### config.mk
export PLATFORM = sky130hd
export DESIGN_NAME = demod_rr_arbiter
export DESIGN_NICKNAME = d
export VERILOG_FILES = /design/src/rtl/demod_rr_arbiter.sv
export SDC_FILE = /design/constraint.sdc
export NUM_CORES = 1
export LEC_CHECK = 0
export ABC_AREA = 1
export CAP_MARGIN = 0
export CORE_MARGIN = 4
export CORE_UTILIZATION = 38
export CTS_BUF_LIST = sky130_fd_sc_hd__clkbuf_16
export DETAILED_ROUTE_END_ITERATION = 12
export GPL_TIMING_DRIVEN = 0
export HOLD_SLACK_MARGIN = 0.03
export PLACE_DENSITY_LB_ADDON = 0.1
export SKIP_CTS_REPAIR_TIMING = 1
export SYNTH_ARGS = -nofsm -noshare
export SYNTH_HDL_FRONTEND = slang
export SYNTH_SLANG_ARGS = --single-unit
### constraint.sdc
create_clock -name s00_axis_aclk -period 3.8 [get_ports s00_axis_aclk]
set_input_delay 1.14 -clock s00_axis_aclk [delete_from_list [all_inputs] [get_ports s00_axis_aclk]]
set_output_delay 1.14 -clock s00_axis_aclk [all_outputs]
set_load 0.02 [all_outputs]
### src/rtl/demod_rr_arbiter.sv
// demod_rr_arbiter
// Round-robin scheduler that lets NUM_CH IQ AXI-Stream channels share one
// conjugate-multiply FM demod datapath. Every forwarded beat carries its
// source channel in m00_axis_tid so the demod can keep per-channel history.
// A grant is held for a whole burst and released on tlast or after MAX_BURST
// beats; each new grant costs one idle bubble cycle.
module demod_rr_arbiter #(
    parameter int NUM_CH                 = 4,
    parameter int C_S00_AXIS_TDATA_WIDTH = 32,
    parameter int C_M00_AXIS_TDATA_WIDTH = 32,
    parameter int MAX_BURST              = 64
) (
    input  logic                                       s00_axis_aclk,
    input  logic                                       s00_axis_aresetn,
    input  logic [NUM_CH-1:0]                          ch_enable,
    input  logic [NUM_CH-1:0]                          s00_axis_tvalid,
    input  logic [NUM_CH-1:0]                          s00_axis_tlast,
    input  logic [NUM_CH*C_S00_AXIS_TDATA_WIDTH-1:0]   s00_axis_tdata,
    input  logic [NUM_CH*(C_S00_AXIS_TDATA_WIDTH/8)-1:0] s00_axis_tstrb,
    output logic [NUM_CH-1:0]                          s00_axis_tready,
    input  logic                                       m00_axis_tready,
    output logic                                       m00_axis_tvalid,
    output logic                                       m00_axis_tlast,
    output logic [C_M00_AXIS_TDATA_WIDTH-1:0]          m00_axis_tdata,
    output logic [C_M00_AXIS_TDATA_WIDTH/8-1:0]        m00_axis_tstrb,
    output logic [$clog2(NUM_CH)-1:0]                  m00_axis_tid,
    output logic                                       busy
);

    localparam int DW = C_S00_AXIS_TDATA_WIDTH;
    localparam int SW = DW / 8;
    localparam int CW = $clog2(NUM_CH);
    localparam int BW = $clog2(MAX_BURST + 1);

    typedef enum logic {
        ST_IDLE  = 1'b0,
        ST_GRANT = 1'b1
    } state_t;

    // Arbitration state
    state_t          state_q, state_d;
    logic [CW-1:0]   rr_ptr_q, rr_ptr_d;
    logic [CW-1:0]   gnt_q, gnt_d;
    logic [BW-1:0]   beat_cnt_q, beat_cnt_d;

    // Output register stage
    logic            tvalid_q, tvalid_d;
    logic            tlast_q, tlast_d;
    logic [DW-1:0]   tdata_q, tdata_d;
    logic [SW-1:0]   tstrb_q, tstrb_d;
    logic [CW-1:0]   tid_q, tid_d;

    // Request search and granted-channel view
    logic [NUM_CH-1:0] req;
    logic              pick_found;
    logic [CW-1:0]     pick_idx;
    int                ptr_int;
    int                cur_dist;
    int                best_dist;

    logic              sel_valid;
    logic              sel_last;
    logic [DW-1:0]     sel_data;
    logic [SW-1:0]     sel_strb;

    logic              stage_ready;
    logic              xfer;
    logic              burst_done;
    logic [CW-1:0]     gnt_next;

    assign req         = s00_axis_tvalid & ch_enable;
    assign ptr_int     = int'(rr_ptr_q);
    assign stage_ready = m00_axis_tready | ~tvalid_q;
    assign xfer        = (state_q == ST_GRANT) & sel_valid & stage_ready;
    assign burst_done  = xfer & (sel_last | (beat_cnt_q == BW'(MAX_BURST - 1)));
    assign gnt_next    = (gnt_q == CW'(NUM_CH - 1)) ? '0 : gnt_q + CW'(1);

    // Round-robin pick: the requesting channel closest to rr_ptr (wrapping) wins
    always_comb begin
        pick_found = 1'b0;
        pick_idx   = '0;
        best_dist  = NUM_CH;
        cur_dist   = 0;
        for (int k = 0; k < NUM_CH; k++) begin
            if (req[k]) begin
                cur_dist = (k >= ptr_int) ? (k - ptr_int) : (k + NUM_CH - ptr_int);
                if (cur_dist < best_dist) begin
                    best_dist  = cur_dist;
                    pick_idx   = CW'(k);
                    pick_found = 1'b1;
                end
            end
        end
    end

    // Multiplex the currently granted channel's stream signals
    always_comb begin
        sel_valid = 1'b0;
        sel_last  = 1'b0;
        sel_data  = '0;
        sel_strb  = '0;
        for (int k = 0; k < NUM_CH; k++) begin
            if (gnt_q == CW'(k)) begin
                sel_valid = s00_axis_tvalid[k];
                sel_last  = s00_axis_tlast[k];
                sel_data  = s00_axis_tdata[k*DW +: DW];
                sel_strb  = s00_axis_tstrb[k*SW +: SW];
            end
        end
    end

    // Only the granted channel sees ready, and only while the output stage can accept
    always_comb begin
        s00_axis_tready = '0;
        for (int k = 0; k < NUM_CH; k++) begin
            s00_axis_tready[k] = (state_q == ST_GRANT) && (gnt_q == CW'(k)) && stage_ready;
        end
    end

    // Next-state logic: pick a channel in IDLE, count beats and release in GRANT
    always_comb begin
        state_d    = state_q;
        gnt_d      = gnt_q;
        rr_ptr_d   = rr_ptr_q;
        beat_cnt_d = beat_cnt_q;
        case (state_q)
            ST_IDLE: begin
                if (pick_found) begin
                    gnt_d   = pick_idx;
                    state_d = ST_GRANT;
                end
            end
            ST_GRANT: begin
                if (xfer) begin
                    beat_cnt_d = beat_cnt_q + BW'(1);
                end
                if (burst_done) begin
                    beat_cnt_d = '0;
                    rr_ptr_d   = gnt_next;
                    state_d    = ST_IDLE;
                end
            end
            default: begin
                state_d = ST_IDLE;
            end
        endcase
    end

    // Output stage: load on a transfer, drain when downstream accepts, otherwise hold
    always_comb begin
        tvalid_d = tvalid_q;
        tlast_d  = tlast_q;
        tdata_d  = tdata_q;
        tstrb_d  = tstrb_q;
        tid_d    = tid_q;
        if (xfer) begin
            tvalid_d = 1'b1;
            tlast_d  = sel_last;
            tdata_d  = sel_data;
            tstrb_d  = sel_strb;
            tid_d    = gnt_q;
        end else if (m00_axis_tready) begin
            tvalid_d = 1'b0;
        end
    end

    // State and output registers with asynchronous active-low reset
    always_ff @(posedge s00_axis_aclk or negedge s00_axis_aresetn) begin
        if (!s00_axis_aresetn) begin
            state_q    <= ST_IDLE;
            rr_ptr_q   <= '0;
            gnt_q      <= '0;
            beat_cnt_q <= '0;
            tvalid_q   <= 1'b0;
            tlast_q    <= 1'b0;
            tdata_q    <= '0;
            tstrb_q    <= '0;
            tid_q      <= '0;
        end else begin
            state_q    <= state_d;
            rr_ptr_q   <= rr_ptr_d;
            gnt_q      <= gnt_d;
            beat_cnt_q <= beat_cnt_d;
            tvalid_q   <= tvalid_d;
            tlast_q    <= tlast_d;
            tdata_q    <= tdata_d;
            tstrb_q    <= tstrb_d;
            tid_q      <= tid_d;
        end
    end

    assign m00_axis_tvalid = tvalid_q;
    assign m00_axis_tlast  = tlast_q;
    assign m00_axis_tdata  = tdata_q;
    assign m00_axis_tstrb  = tstrb_q;
    assign m00_axis_tid    = tid_q;
    assign busy            = (state_q == ST_GRANT);

endmodule
# == Word level (Yosys, flattened, before mapping) ==
# Cells that the tools add are included.
# Widths: inputs -> output; s select.
# op_classes
addsub,10
magnitude_cmp,8
eq_ne,4
mux,48
n_bitwise,8
n_reduce_logical,14
# op_table
op,count
$mux 32,14
$lt 32x32->1,3
$lt 32x4->1 const B,1
$mux 1,22
$mux 4,4
$sub 3x2->4 const A,4
$mux 7,2
$mux 2,5
$logic_and 1x1->1,8
$add 7x1->7 const B,1
$eq 7x6->1 const B,1
$reduce_and 2->1,3
$sub 1x2->3 const A,2
$sub 2x2->3 const A,2
$and 4x4->4,1
$eq 2x2->1 const B,2
$ge 1x2->1 const A,2
$ge 2x2->1 const A,2
$reduce_bool 2->1,2
$and 1x1->1,3
$add 2x1->2 const B,1
$eq 2x1->1 const B,1
$logic_not 2->1,1
$not 1->1,2
other kinds (2),3
# word_totals
register_bits,52
out_inout_bits,45
elab_cells,101

# == Logic depth before layout (Yosys ltp) ==
# depth
ltp_word,16
mapped_depth,28
ltp_nobuf,28

# == Worst setup path before layout ==
# No wires, ideal clock.
# synth_path
path_type,input -> register
from,in s00_axis_tvalid[0]
to,reg gnt_q[0]
setup_time_ns,0.117
arrival_ns,3.310
t_required_ns,3.683
path_slack_ns,0.373
cell_stages,26
path_buffers,0
path_cell_list,nand2_2 -> inv_1 -> ha_1 -> and2_4 -> nand2_4 -> nand2_1 -> o22ai_1 -> inv_1 -> ha_1 -> nand2_1 -> nand2_1 -> nand2_1 -> nand2_1 -> nand2_2 -> nand2_4 -> nand2_1 -> o21ai_0 -> ha_1 -> nand2_1 -> nand2_1 -> nand2_1 -> nand2_2 -> nand2_2 -> nand2_2 -> nand2_1 -> nand2_1
# synth_via
elab_chain_cells,12
# synth_lines
item,line_no,source
"start, declared",16,"input logic [NUM_CH-1:0] s00_axis_tvalid,"
$and 4x4->4 *,71,assign req = s00_axis_tvalid & ch_enable;
$mux 32,85,if (req[k]) begin
$lt 32x32->1,87,if (cur_dist < best_dist) begin
$mux 32,87,
$mux 32,85,
$lt 32x32->1,87,
$mux 32,87,
$mux 32,85,
$lt 32x32->1,87,
$mux 1,87,
$mux 1,85,
$reduce_and 2->1 (no source line),--,
"end signal, assigned",182,gnt_q <= gnt_d;
"end, declared",43,"logic [CW-1:0] gnt_q, gnt_d;"
# Mark *: on every way between the ends. The rest lies on a longest branch, timed or not.
# A chain may end at the register's enable or synchronous reset.

# == Final worst setup path ==
# layout_path
from,reg gnt_q[0]
to,out s00_axis_tready[2]
# layout_via
elab_chain_cells,3
# layout_lines
item,line_no,source
$eq 2x2->1,116,s00_axis_tready[k] = (state_q == ST_GRANT) && (gnt_q == CW'(k)) && stage_ready;
$logic_and 1x1->1 (2 in series),116,
"end, declared",20,"output logic [NUM_CH-1:0] s00_axis_tready,"
# Every way passes these cells.

==> results.sh <==
export IMPL_ys_types=30
export IMPL_placed_area_um2=5640
export IMPL_critPathMaxStageDelay_ns=0.62
export IMPL_synth_flop_cell="dfrtp_1"
export IMPL_clkSinkCount=52
export IMPL_slew_headroom_pct=60.7
export IMPL_stdcell_area_um2=5880
export IMPL_min_period_ns=3.63
export IMPL_synth_warnings=0
export IMPL_num_vias=4120
export IMPL_leakage_uw=0.00254
export IMPL_numCtsBuffers=5
export IMPL_setup_tns_ns=0
export IMPL_gp_congestion=0.877
export IMPL_path_clk_slew_ns=0.08
export IMPL_path_cells="inv_1 -> ha_1 -> clkbuf_2 -> buf_2 -> nand2_1 -> nor2_1 -> clkdlybuf4s50_1"
export IMPL_cts_tree="done"
export IMPL_fmaxAchievable_ghz=0.275
export IMPL_dieArea_um2=10700
export IMPL_yosys_top_cells_area="dfrtp_1, nor2_1, nand2_1, a22oi_1, a211oi_1"
export IMPL_clk_latency_ns=0.30
export IMPL_synth_top_cells_by_count="nor2_1, nand2_1, dfrtp_1"
export IMPL_initial_core_util_pct=39.3
export IMPL_fin_nets=838
export IMPL_die_w_um=103
export IMPL_grt_pass1_wl_um=19900
export IMPL_synthCells=447
export IMPL_worstPathArrival_ns=2.49
export IMPL_avgViaCountPerCell=5.32
export IMPL_core_um2=8810
export IMPL_synth_area_um2=3460
export IMPL_crit_type="register to primary output"
export IMPL_gr_usage_met2_pct=42.2
export IMPL_worst_pin_slew_ns=0.589
export IMPL_path_max_fanout=10
export IMPL_grt_max_degree=33
export IMPL_holdCritPathClass="register to register"
export IMPL_layout_setup_ws_ns=0.165
export IMPL_max_cap_violations=0
export IMPL_yosysTopAreaCell="dfrtp_1"
export IMPL_end_kind="primary output"
export IMPL_drtIter0Drc=179
export IMPL_async_flop_share_pct=100
export IMPL_wl_um=13600
export IMPL_pre_cts_slack_ns=-0.422
export IMPL_grt_busiest_layer="met2"
export IMPL_crit_slowest_cell="clkdlybuf4s50_1"
export IMPL_synth_most_common_cell="nor2_1"
export IMPL_final_max_slew_violation_count=0
export IMPL_io_pins=204
export IMPL_drc=0
export IMPL_timing_final_crit_share_pct=95.7
export IMPL_grt_met3_usage_pct=5.37
export IMPL_clk_path_buf_depth=2
export IMPL_fin_skew_ns=0.0114
export IMPL_synth_seq_cells=52
export IMPL_gr_total_overflow=0
export IMPL_fill_cells=765
export IMPL_grt_pass1_vias=3950
export IMPL_ys_seq_area_share_pct=37.6
export IMPL_num_rows=34
export IMPL_drtAntennaViolNets=0
export IMPL_grt_usage_pct=23.8
export IMPL_root_buffer="clkbuf_16"
export IMPL_synth_top_area_share_pct=37.6
export IMPL_syn_to_final_growth_pct=69.9
export IMPL_h_tree_depth=2
export IMPL_p_per_area_nw_per_um2=706
export IMPL_layout_drive_gt1_share_pct=7.66
export IMPL_dp_hpwl_um=10600
export IMPL_finalHoldViolCount=0
export IMPL_cp_start_kind="register"
export IMPL_syn_nets=620
export IMPL_final_setup_viol_count=0
export IMPL_port_buffers=203
export IMPL_syn_area_per_cell_um2=7.74
export IMPL_synth_edf_count=0
export IMPL_n_antenna_cell=0
export IMPL_use_met1_pct=29.3
export IMPL_die_y_um=103
export IMPL_vdd_drop_max_mv=0.303
export IMPL_wl_per_cell_um=17.6
export IMPL_status="finished clean"
export IMPL_antenna_found_initial=0
export IMPL_cp_required_ns=2.66
export IMPL_dr_pass1_iters=4
-- report_power, final --
group | internal (µW) | leakage (µW) | switching (µW)
logic | 1120 | 0.00181 | 1610
registers | 794 | 0.000663 | 148
clock network | 250 | 0.0000708 | 225
total | 2160 | 0.00254 | 1980
-- stage by stage --
| step | std cells | hold WS [ns] | total power, µW | utilization [%] |
|---|---|---|---|---|
| 6_report | 774 | 0.485 | 4150 | 66.8 |
| 2_1_floorplan | 447 | 0.469 | 2560 | - |
| 3_5_place_dp | 759 | 0.467 | 3640 | 64.1 |
| 3_3_place_gp | 758 | 0.465 | 3570 | 63.9 |
| 4_1_cts | 767 | 0.486 | 4130 | 65.8 |
| 5_1_grt | 774 | 0.504 | 4480 | 66.8 |
-- path summary, 6_finish.rpt --
kind / depth (start not counted) / slack (ns) / endpoint / startpoint
hold reg to reg: 2 / 0.49 / m00_axis_tstrb[0] / m00_axis_tstrb[0]
min in group asynchronous: 1 / 0.80 / m00_axis_tdata[0] / s00_axis_aresetn
setup reg to reg: 27 / 0.53 / gnt_q[1] / rr_ptr_q[1]
hold / removal: 2 / 0.49 / m00_axis_tstrb[0] / m00_axis_tstrb[0]
setup / recovery: 7 / 0.17 / s00_axis_tready[2] / gnt_q[0]
max in group asynchronous: 2 / 2.42 / m00_axis_tdata[19] / s00_axis_aresetn
-- cells in the final DEF, fill, tap and decap left out --
cell             Yosys  layout
inv_6                0       2
ha_1                14      14
a41oi_2              1       1
o21ai_1              1       2
a21oi_1              6       6
dlymetal6s2s_1       0       2
a22oi_1             37      37
clkbuf_2             0       1
and3_1               1       1
clkinvlp_4           0       1
o31ai_1             36      36
o2111ai_1            1       1
and3_2               1       1
clkdlybuf4s50_1      0     200
a211oi_1            36      36
buf_4                0       8
nand3_1              5       5
nor3_1               8       8
nor2_1              84      84
a221oi_2             1       1
dfrtp_1             52      52
buf_1                8       7
nand2_4              2       4
buf_12               0       1
nand3_2              1       1
nand2_2              7       8
inv_1               26      25
nand2_1             79      76
o21ai_0              9       8
clkbuf_1            16      14
a221oi_1             1       1
nor2_2               1       1
inv_2                1       2
buf_2                9      11
and2_4               1       1
clkbuf_16            0       5
o31ai_2              1       1
o22ai_2              0       1
-- flip-flops by register name (all words and copies together) (netlist names) --
name / cells
m00_axis_tlast: 1
m00_axis_tid: 2
rr_ptr_q: 2
m00_axis_tdata: 32
busy: 1
m00_axis_tvalid: 1
beat_cnt_q: 7
gnt_q: 2
m00_axis_tstrb: 4
-- final cells by class --
cell class	instances	area (µm²)	area share, %
buffer	32	134	2.28
clock buffer	5	125	2.13
clock inverter	3	25.0	0.426
inverter	27	101	1.72
multi-input combinational	335	1950	33.1
sequential	52	1300	22.1
tap	108	135	2.30
timing repair buffer	212	2110	35.9
-- logic make-up (layout without fill, tap and decap cells) --
| family | Yosys count | in the layout | synth area share (%) |
|---|---|---|---|
| flops | 52 | 52 | 37.6 |
| fa+ha+maj | 14 | 14 | 5.06 |
| simple gates | 190 | 190 | 22.6 |
| compound gates | 131 | 131 | 27.9 |
| buf+inv | 60 | 279 | 6.83 |
-- layer usage --
metal  routed length [µm]  vias to the layer above  part of all wire [%]
met5                    0                        -                     0
met4                  252                        0                   1.8
met3                 1160                       20                   8.5
met2                 6850                      162                    50
met1                 5370                     1930                    39
li1                     -                     2008                     -
-- worst max-delay path: cells and delay by family (launching register included) --
kind                       cells  cell delay, ns
and+or+nand+nor                2            0.18
buffers and inverters          4            1.34
adders and majority gates      1            0.27
DFF                            1            0.42
Note: power is estimated with default switching activity, not from simulation.
